$ cat src/rtl/zbt_mem_arbiter.sv
// Three-way arbiter for the shared pipelined ZBT frame memory: VGA reads (strict priority),
// NTSC writes and transform-engine reads/writes (round-robin). FRAME_SWAP_EN enables double buffering.
`timescale 1ns/1ps

// grant source | meaning
// SRC_NONE     | no operation issued this cycle
// SRC_VGA      | VGA read (bypass from vga_flag)
// SRC_NTSC     | NTSC capture write
// SRC_PT       | transform engine read or write
module zbt_mem_arbiter #(
  parameter int ADDR_W  = 19,
  parameter int DATA_W  = 36,
  parameter int MEM_LAT = 2
) (
  input  logic              clock,
  input  logic              reset,
  input  logic              frame_flag,
  input  logic              vga_flag,
  input  logic [ADDR_W-1:0] vga_addr,
  output logic [DATA_W-1:0] vga_pixel,
  output logic              done_vga,
  output logic              vga_overrun,
  input  logic              ntsc_flag,
  input  logic [ADDR_W-1:0] ntsc_addr,
  input  logic [DATA_W-1:0] ntsc_data,
  output logic              done_ntsc,
  input  logic              pt_flag,
  input  logic              pt_we,
  input  logic [ADDR_W-1:0] pt_addr,
  input  logic [DATA_W-1:0] pt_wdata,
  output logic [DATA_W-1:0] pt_rdata,
  output logic              done_pt,
  output logic [ADDR_W-1:0] mem_addr,
  output logic              mem_we,
  output logic [DATA_W-1:0] mem_wdata,
  output logic              mem_cen,
  input  logic [DATA_W-1:0] mem_rdata
);

  typedef enum logic [1:0] {SRC_NONE, SRC_VGA, SRC_NTSC, SRC_PT} src_t;

  src_t               win;
  logic               vga_pend;
  logic               pt_busy;
  logic               rr_pt;
  logic               iss_vga;
  logic               iss_pt;
  logic [MEM_LAT-1:0] tag_vga;
  logic [MEM_LAT-1:0] tag_pt;
  logic               ntsc_ok;
  logic               pt_ok;
  logic [ADDR_W-1:0]  vga_eff;
  logic [ADDR_W-1:0]  ntsc_eff;
  logic [ADDR_W-1:0]  pt_eff;

`ifdef FRAME_SWAP_EN
  logic bank;

  // Display and transform reads use the shown bank; all writes go to the one being built.
  always_comb begin
    vga_eff            = vga_addr;
    vga_eff[ADDR_W-1]  = bank;
    ntsc_eff           = ntsc_addr;
    ntsc_eff[ADDR_W-1] = ~bank;
    pt_eff             = pt_addr;
    pt_eff[ADDR_W-1]   = bank ^ pt_we;
  end

  always_ff @(posedge clock or negedge reset) begin
    if (!reset) begin
      bank <= 1'b0;
    end else if (frame_flag) begin
      bank <= ~bank;
    end
  end
`else
  logic unused_frame;

  assign unused_frame = frame_flag;
  assign vga_eff      = vga_addr;
  assign ntsc_eff     = ntsc_addr;
  assign pt_eff       = pt_addr;
`endif

  // A requester is not eligible in the cycle its done is visible, since its flag is still held then.
  assign ntsc_ok = ntsc_flag & ~done_ntsc;
  assign pt_ok   = pt_flag & ~pt_busy & ~done_pt;

  always_comb begin
    win = SRC_NONE;
    if (vga_flag && !vga_pend) begin
      win = SRC_VGA;
    end else if (ntsc_ok && pt_ok) begin
      win = rr_pt ? SRC_PT : SRC_NTSC;
    end else if (ntsc_ok) begin
      win = SRC_NTSC;
    end else if (pt_ok) begin
      win = SRC_PT;
    end
  end

  always_ff @(posedge clock or negedge reset) begin
    if (!reset) begin
      mem_addr    <= '0;
      mem_we      <= 1'b0;
      mem_wdata   <= '0;
      mem_cen     <= 1'b0;
      vga_pixel   <= '0;
      done_vga    <= 1'b0;
      vga_overrun <= 1'b0;
      done_ntsc   <= 1'b0;
      pt_rdata    <= '0;
      done_pt     <= 1'b0;
      vga_pend    <= 1'b0;
      pt_busy     <= 1'b0;
      rr_pt       <= 1'b0;
      iss_vga     <= 1'b0;
      iss_pt      <= 1'b0;
      tag_vga     <= '0;
      tag_pt      <= '0;
    end else begin
      mem_cen   <= (win != SRC_NONE);
      mem_we    <= (win == SRC_NTSC) || ((win == SRC_PT) && pt_we);
      iss_vga   <= (win == SRC_VGA);
      iss_pt    <= (win == SRC_PT) && !pt_we;
      done_ntsc <= (win == SRC_NTSC);

      case (win)
        SRC_VGA: mem_addr <= vga_eff;
        SRC_NTSC: begin
          mem_addr  <= ntsc_eff;
          mem_wdata <= ntsc_data;
          rr_pt     <= 1'b1;
        end
        SRC_PT: begin
          mem_addr <= pt_eff;
          if (pt_we) mem_wdata <= pt_wdata;
          rr_pt <= 1'b0;
        end
        default: ;
      endcase

      // The issue register is stage zero, so tag[MEM_LAT-1] lines up with valid mem_rdata.
      tag_vga[0] <= iss_vga;
      tag_pt[0]  <= iss_pt;
      for (int i = 1; i < MEM_LAT; i++) begin
        tag_vga[i] <= tag_vga[i-1];
        tag_pt[i]  <= tag_pt[i-1];
      end

      if (tag_vga[MEM_LAT-1]) vga_pixel <= mem_rdata;
      done_vga <= tag_vga[MEM_LAT-1];
      if (tag_pt[MEM_LAT-1]) pt_rdata <= mem_rdata;
      done_pt <= tag_pt[MEM_LAT-1] || ((win == SRC_PT) && pt_we);

      if (win == SRC_VGA) begin
        vga_pend <= 1'b1;
      end else if (tag_vga[MEM_LAT-1]) begin
        vga_pend <= 1'b0;
      end
      if (vga_flag && vga_pend) vga_overrun <= 1'b1;

      if ((win == SRC_PT) && !pt_we) begin
        pt_busy <= 1'b1;
      end else if (done_pt) begin
        pt_busy <= 1'b0;
      end
    end
  end

endmodule

$ cat config.mk
export PLATFORM = sky130hd
export DESIGN_NAME = zbt_mem_arbiter
export DESIGN_NICKNAME = d
export VERILOG_FILES = /design/src/rtl/zbt_mem_arbiter.sv
export SDC_FILE = /design/constraint.sdc
export NUM_CORES = 1
export LEC_CHECK = 0
export CAP_MARGIN = 25
export CORE_ASPECT_RATIO = 1.75
export CORE_MARGIN = 2
export CORE_UTILIZATION = 40
export CTS_BUF_LIST = sky130_fd_sc_hd__clkbuf_16
export DETAILED_ROUTE_END_ITERATION = 6
export HOLD_SLACK_MARGIN = 0.05
export PLACE_DENSITY = 0.81
export SYNTH_ARGS = -nofsm -noshare
export SYNTH_HDL_FRONTEND = slang
export SYNTH_SLANG_ARGS = --single-unit
$ cat constraint.sdc
create_clock -name clock -period 2.3 [get_ports clock]
set_input_delay 0.46 -clock clock [delete_from_list [all_inputs] [get_ports clock]]
set_output_delay 0.46 -clock clock [all_outputs]
set_load 0.02 [all_outputs]
==> results.rst, run 1 <==
.. list-table::
   :header-rows: 1

   * - Metric
     - Value
   * - Number of buffers inserted during clock tree synthesis
     - 17
   * - Max-slew violation total from the final report
     - 0
   * - Number of max-cap violations
     - 0
   * - Chip height
     - 164 um
   * - Fin. Hold Viols
     - 0
   * - Number of antenna violations at the first check in global routing
     - 0
   * - Setup clock skew after layout
     - 0.0110 ns
   * - Design Area, Final
     - 0.00974 mm2
   * - Ratio of cells with drive above 1 in the final layout
     - 21.4%
   * - Outcome
     - completed
   * - Overall power
     - 12.3 mW
   * - Startpoint-to-endpoint class of the critical path
     - flop to primary output
   * - Switching portion of total power
     - 34.4%
   * - Starting DRT DRC Count
     - 116
   * - Fraction of the mapped netlist area in adder cells
     - 0%
   * - Critical-path top delay cell
     - clkdlybuf4s50_1
   * - Setup_tns
     - 0 ns
   * - Cell types occupying the most area after synthesis
     - dfrtp_1 61%, mux2_2 14%, a2bb2oi_2 7.4%, a2bb2oi_1 3.9%, o22ai_1 3.9%
   * - Final count of negative-setup-slack endpoints
     - 0
   * - Initial standard-cell utilization of the core
     - 40.7%
   * - Portion of synthesized cell area occupied by the leading cell type
     - 60.7%
   * - Post-Syn Nets
     - 571
   * - Post-Syn Area per Cell
     - 14.7 um2
   * - Unrepaired setup endpoints after global routing
     - no
   * - Global placer's final weighted congestion
     - 0.817
   * - Min cycle time layout
     - 1.92 ns
   * - Fraction of power consumed by the clock network
     - 22.9%
   * - Maximum number of pins on one net before global-route repair
     - 62
   * - Worst Path Max Fanout
     - 2
   * - Number of H-tree levels
     - 4
   * - Clock sink count
     - 142
   * - Final standard cell utilization of the core
     - 67.8%
   * - Instance count of the mapped netlist
     - 399
   * - Flops & latches, synth
     - 142
   * - Sequential power share
     - 31.7%
   * - Count of fill cells added during filler insertion
     - 1048
   * - Netlist area before placement
     - 0.00585 mm2
   * - Diodes inserted
     - 0
   * - WP buf/inv
     - 1
   * - Worst endpoint data arrival time
     - 1.46 ns
   * - Hold crit path type
     - flop to flop
   * - Clock edge transition at the registers on the reported setup and hold paths
     - 0.06 ns
   * - Critical Path RT
     - 1.84 ns
   * - Clock buffer depth
     - 2
   * - Overall routed net length
     - 17.3 mm
   * - Logic gate share of total power
     - 45.4%
   * - Number of vias in the routed layout
     - 4800
   * - FP Rows
     - 58
   * - Initial DRT Pass Iterations
     - 4
   * - Worst VDD drop
     - 0.800 mV
   * - Count of non-filler cells in the finished layout
     - 899
   * - Number of antenna-violating nets in the routed design
     - 0
   * - Max stage delay on crit path
     - 0.64 ns
   * - Hold slack
     - 0.348 ns
   * - Total Routing Usage GR
     - 22.1%
   * - Areal power density over the cells
     - 1260 mW/mm2
   * - Warnings, synthesis
     - 0
   * - Library cell occupying the most area in the post-synthesis netlist
     - dfrtp_1
   * - # placed instances
     - 866
   * - Total global routing overflow
     - 0
   * - Worst skew pair latency
     - 0.40 ns
   * - Wire length of the first global-routing pass
     - 26.6 mm
   * - Combinational family with the most area after synthesis
     - compound AO/OA/AOI/OAI gates
   * - Post-synthesis cell type count
     - 27
   * - Average via count per standard cell
     - 5.34
   * - Internal power
     - 8.06 mW
   * - Final layout net count
     - 878
   * - Portion of the post-synthesis area used by sequential elements
     - 60.7%
   * - CP cell instances
     - clkdlybuf4s50_1
   * - Simple-Gate Fraction of Synth Area
     - 2.55%
   * - Final HPWL from detailed placement
     - 12.8 mm
   * - CTS tree
     - built
   * - Post-synthesis compound-gate area fraction
     - 19.0%
   * - Total Die Area
     - 0.0156 mm2
   * - Startpoint types
     - flop
   * - Leakage power
     - 4.03 nW
   * - Top-Level Pins
     - 305
   * - Master cell of the clock root buffer
     - clkbuf_16
   * - Proportion of synthesized area in mux cells
     - 13.9%
   * - Detail-routed net length per standard cell
     - 19.2 um
   * - Final routed DRC violation total
     - 0
   * - Final critical-path setup slack
     - 0.383 ns
   * - Cell area after placement
     - 0.00912 mm2
   * - Synth-to-Final Area Change
     - 66.6%
   * - Relative slew slack
     - 61.5%
   * - Width of the chip
     - 95.4 um
   * - Switching Power
     - 4.23 mW
   * - Number of input and output port buffers inserted
     - 303
   * - Fraction of synthesized cell area in xor and xnor cells
     - 0%
   * - Worst Max-Slew Pin Slew
     - 0.578 ns
   * - Placeable Area
     - 0.0144 mm2
   * - DP Worst Slack
     - 0.0262 ns
   * - Fmax achieved
     - 522 MHz
   * - Share of the clock period used by the worst path
     - 83.4%
   * - Worst Setup End Kind
     - primary output
   * - Top cell family by delay on the critical path
     - buffers and inverters
   * - Number of global-route vias before repair
     - 5183
-- final timing paths --
check / start / end / slack (ns) / cells after the start
worst max-delay path: mem_wdata[30] / mem_wdata[30] / 0.38 / 1
worst min-delay path: iss_vga / tag_vga[0] / 0.35 / 0
worst max register to register: done_pt / mem_wdata[28] / 0.54 / 5
worst min register to register: iss_vga / tag_vga[0] / 0.35 / 0
max in group asynchronous: reset / mem_wdata[27] / 1.01 / 3
min in group asynchronous: reset / done_vga / 0.61 / 2
-- worst register-to-register path, delay by kind of cell, from the launching register on --
family / cells / cell delay, ns
compound gates: 3 / 0.61
simple gates: 1 / 0.45
flops: 1 / 0.42
buf+inv: 1 / 0.21
-- layout make-up --
cell class / instances / area, um2 / share of cell area (%)
clock inverter: 15 / 185 / 1.90
multi-input combinational: 220 / 2070 / 21.3
inverter: 5 / 18.8 / 0.193
tap: 180 / 225 / 2.31
sequential: 142 / 3550 / 36.5
timing repair buffer: 320 / 3260 / 33.5
clock buffer: 17 / 425 / 4.37
-- cells in the mapped netlist (all sizes together) --
library cell / count
buf: 26
nand2b: 1
dfrtp: 142
o21bai: 1
nand3: 2
inv: 5
nor3b: 1
nor3: 1
o21a: 1
a21o: 2
clkbuf: 6
mux2: 72
o22ai: 36
or3b: 2
nand2: 23
o21ai: 2
a2bb2oi: 55
o221ai: 19
a21oi: 1
and2: 1
-- cells by family after synthesis --
group | count (synthesis)
AOI/OAI and AO/OA | 117
buffers and inverters | 37
DFF | 142
muxes | 72
and+or+nand+nor | 31
-- layout by cell type (no fill, tap or decap), drive strengths merged --
| cell type | netlist | routed |
|---|---|---|
| buf | 26 | 17 |
| nand2b | 1 | 1 |
| or3b | 2 | 2 |
| a21oi | 1 | 1 |
| bufinv | 0 | 3 |
| o221ai | 19 | 19 |
| nand2 | 23 | 23 |
| and2 | 1 | 1 |
| clkdlybuf4s50 | 0 | 302 |
| nor3 | 1 | 1 |
| mux2 | 72 | 72 |
| clkbuf | 6 | 17 |
| dlygate4sd3 | 0 | 1 |
| a2bb2oi | 55 | 55 |
| inv | 5 | 11 |
| clkinv | 0 | 3 |
| o21a | 1 | 1 |
| a21o | 2 | 2 |
| nor3b | 1 | 1 |
| clkinvlp | 0 | 3 |
| o21bai | 1 | 1 |
| nand3 | 2 | 2 |
| o22ai | 36 | 36 |
| dfrtp | 142 | 142 |
| o21ai | 2 | 2 |
-- flip-flops by register name, indices dropped and copies added, names as in the netlist --
register / cells
vga_pixel: 36
mem_cen: 1
mem_wdata: 36
vga_overrun: 1
pt_rdata: 36
iss_vga: 1
done_pt: 1
rr_pt: 1
vga_pend: 1
tag_vga: 2
done_vga: 1
iss_pt: 1
tag_pt: 2
mem_we: 1
mem_addr: 19
pt_busy: 1
done_ntsc: 1
-- power by group through the flow --
stage / logic (mW) / clock network [mW] / registers, mW
5_1_grt: 5.86 / 3.01 / 4.00
3_5_place_dp: 5.61 / 0 / 3.92
6_report: 5.58 / 2.82 / 3.90
2_1_floorplan: 2.03 / 0 / 4.90
4_1_cts: 5.62 / 2.90 / 3.90
3_3_place_gp: 5.48 / 0 / 3.88
-- layer usage --
| metal | GRT usage [%] | vias to the layer above | routed length, um |
|---|---|---|---|
| met5 | 0 | - | 0 |
| met1 | 24.0 | 2388 | 6180 |
| met3 | 5.18 | 46 | 1110 |
| met4 | 11.2 | 0 | 711 |
| li1 | - | 2132 | - |
| met2 | 39.4 | 234 | 9300 |
-- repair_timing --
item / in CTS / in global routing
gates resized for setup: 0 / 0
setup endpoints to repair: 0 / 0
buffers inserted: 0 / 0
endpoints found under the hold margin: 21 / 0
hold buffers: 1 / 0
Note: power is estimated with default switching activity, not from simulation.
==> run 2: changes to the inputs <==
- clock period: 2.3 -> 1.85 ns (I/O delays scaled with it)
==> results.rst, run 2 (synthesized netlist as in run 1, its figures left out) <==
.. list-table::
   :header-rows: 1

   * - Metric
     - Value
   * - Share of the clock period used by the worst path
     - 98.3%
   * - Hold crit path type
     - flop to flop (unchanged)
   * - Critical Path RT
     - 1.48 ns (was 1.84 ns)
   * - Relative slew slack
     - 67.2% (was 61.5%)
   * - Top-Level Pins
     - 305 (unchanged)
   * - Number of buffers inserted during clock tree synthesis
     - 17 (unchanged)
   * - Total Routing Usage GR
     - 22.2% (was 22.1%)
   * - Starting DRT DRC Count
     - 121 (was 116)
   * - Average via count per standard cell
     - 5.30 (was 5.34)
   * - Count of fill cells added during filler insertion
     - 1055 (was 1048)
   * - Final HPWL from detailed placement
     - 13.1 mm (was 12.8 mm)
   * - Clock buffer depth
     - 2 (unchanged)
   * - Clock sink count
     - 142 (unchanged)
   * - Chip height
     - 164 um (unchanged)
   * - Outcome
     - completed (unchanged)
   * - Largest registers
     - mem_wdata x36, pt_rdata x36, vga_pixel x36 (unchanged)
   * - Detail-routed net length per standard cell
     - 19.2 um (about the same)
   * - Commonest non-fill, non-tap cell in the layout
     - clkdlybuf4s50_1 (unchanged)
   * - CP cell instances
     - clkdlybuf4s50_1 (unchanged)
   * - Placeable Area
     - 0.0144 mm2 (unchanged)
   * - Startpoint-to-endpoint class of the critical path
     - flop to primary output (unchanged)
   * - Number of vias in the routed layout
     - 4827 (was 4800)
   * - Global placer's final weighted congestion
     - 0.793 (was 0.817)
   * - Number of antenna-violating nets in the routed design
     - 0 (unchanged)
   * - Unrepaired setup endpoints after global routing
     - no (unchanged)
   * - Number of input and output port buffers inserted
     - 303 (unchanged)
   * - Worst Path Max Fanout
     - 2 (unchanged)
   * - Wire length of the first global-routing pass
     - 26.6 mm (about the same)
   * - Synth-to-Final Area Change
     - 68.1% (was 66.6%)
   * - Initial standard-cell utilization of the core
     - 40.7% (unchanged)
   * - Max stage delay on crit path
     - 0.68 ns (was 0.64 ns)
   * - FP Rows
     - 58 (unchanged)
   * - Areal power density over the cells
     - 1550 mW/mm2 (was 1260 mW/mm2)
   * - Final count of negative-setup-slack endpoints
     - 0 (unchanged)
   * - Critical-path top delay cell
     - clkdlybuf4s50_1 (unchanged)
   * - Number of antenna violations at the first check in global routing
     - 0 (unchanged)
   * - Number of H-tree levels
     - 4 (unchanged)
   * - Cell area after placement
     - 0.00923 mm2 (was 0.00912 mm2)
   * - Maximum number of pins on one net before global-route repair
     - 52 (was 62)
   * - Top cell family by delay on the critical path
     - buffers and inverters (unchanged)
   * - Design Area, Final
     - 0.00983 mm2 (was 0.00974 mm2)
   * - Master cell of the clock root buffer
     - clkbuf_16 (unchanged)
   * - Fmax achieved
     - 550 MHz
   * - Ratio of cells with drive above 1 in the final layout
     - 22.6% (was 21.4%)
   * - Final layout net count
     - 889 (was 878)
   * - Fin. Hold Viols
     - 0 (unchanged)
   * - Total Die Area
     - 0.0156 mm2 (unchanged)
   * - Worst Setup End Kind
     - primary output (unchanged)
   * - Number of global-route vias before repair
     - 5242 (was 5183)
   * - Initial DRT Pass Iterations
     - 4 (unchanged)
   * - Most used cells in the layout excluding fill and tap cells
     - 299 x clkdlybuf4s50_1, 142 x dfrtp_1, 72 x mux2_2 (was 302 x clkdlybuf4s50_1, 142 x dfrtp_1, 72 x mux2_2)
   * - Worst VDD drop
     - 1.08 mV (was 0.800 mV)
   * - Leakage power
     - 4.10 nW (was 4.03 nW)
   * - Width of the chip
     - 95.4 um (unchanged)
   * - Number of max-cap violations
     - 0 (unchanged)
   * - Final routed DRC violation total
     - 0 (unchanged)
   * - CTS tree
     - built (unchanged)
   * - Worst skew pair latency
     - 0.40 ns (about the same)
   * - Clock edge transition at the registers on the reported setup and hold paths
     - 0.06 ns (about the same)
   * - Sequential cell area in the final layout
     - 0.00355 mm2 (unchanged)
   * - Min cycle time layout
     - 1.82 ns
   * - Combined area of the multi-input logic cells
     - 0.00207 mm2 (unchanged)
   * - Diodes inserted
     - 0 (unchanged)
   * - Max-slew violation total from the final report
     - 0 (unchanged)
   * - Setup clock skew after layout
     - 0.00584 ns (was 0.0110 ns)
   * - Overall power
     - 15.2 mW (was 12.3 mW)
   * - Worst endpoint data arrival time
     - 1.45 ns (was 1.46 ns)
   * - WP buf/inv
     - 1 (unchanged)
   * - Worst Max-Slew Pin Slew
     - 0.492 ns (was 0.578 ns)
   * - Overall routed net length
     - 17.5 mm (was 17.3 mm)
   * - Startpoint types
     - flop (unchanged)
   * - Total global routing overflow
     - 0 (unchanged)
run 2: timing repair:
item                       CTS  global route
hold endpoints to repair    46             0
pin swaps                    0             0
hold buffers                 1             0
setup buffers                0             0
setup endpoints to repair    1             2
resized for setup            1             2
run 2: layer usage:
| layer | wire length (um) | up-vias | track usage (%) |
|---|---|---|---|
| li1 | - | 2165 | - |
| met1 | 6020 | 2393 | 23.4 |
| met2 | 9480 | 220 | 39.9 |
| met3 | 1190 | 49 | 5.50 |
| met4 | 773 | 0 | 11.3 |
| met5 | 0 | - | 0 |
run 2: path summary, 6_finish.rpt:
check	from	endpoint	slack, ns	depth (start not counted)
worst max-delay path	mem_wdata[33]	mem_wdata[33]	0.03	1
worst min-delay path	iss_pt	tag_pt[0]	0.35	0
worst max register to register	done_pt	mem_wdata[5]	0.16	5
worst min register to register	iss_pt	tag_pt[0]	0.35	0
max in group asynchronous	reset	vga_pixel[29]	0.74	3
min in group asynchronous	reset	pt_rdata[3]	0.48	2
run 2: worst reg2reg max path: cells and delay by family, from the launching register on:
kind            cells  cell delay, ns
buf+inv             1            0.18
flops               1            0.41
compound gates      3            0.60
simple gates        1            0.43
run 2: cell type report:
class	count	area share (%)
Multi-Input combinational cell	220	21.1
Timing Repair Buffer	331	34.3
Inverter	5	0.191
Clock buffer	17	4.33
Tap cell	180	2.29
Clock inverter	15	1.65
Sequential cell	142	36.1
run 2: stage by stage:
stage	cells	setup TNS [ns]	worst slack (ns)	hold WS [ns]	util (%)
after global placement	877	-9.68	-0.209	0.332	64.2
after floorplan	399	0	0.162	0.0744	-
after global routing	910	0	0.00350	0.354	68.4
after CTS	910	0	0.0111	0.349	68.4
final	910	0	0.0319	0.346	68.4
after detailed placement	877	-12.48	-0.282	0.335	64.2
run 2: power by group:
part           switching [mW]  total [mW]  internal, mW
clock                    1.35        3.35          2.00
sequential              0.660        4.85          4.19
combinational            3.25        7.04          3.79
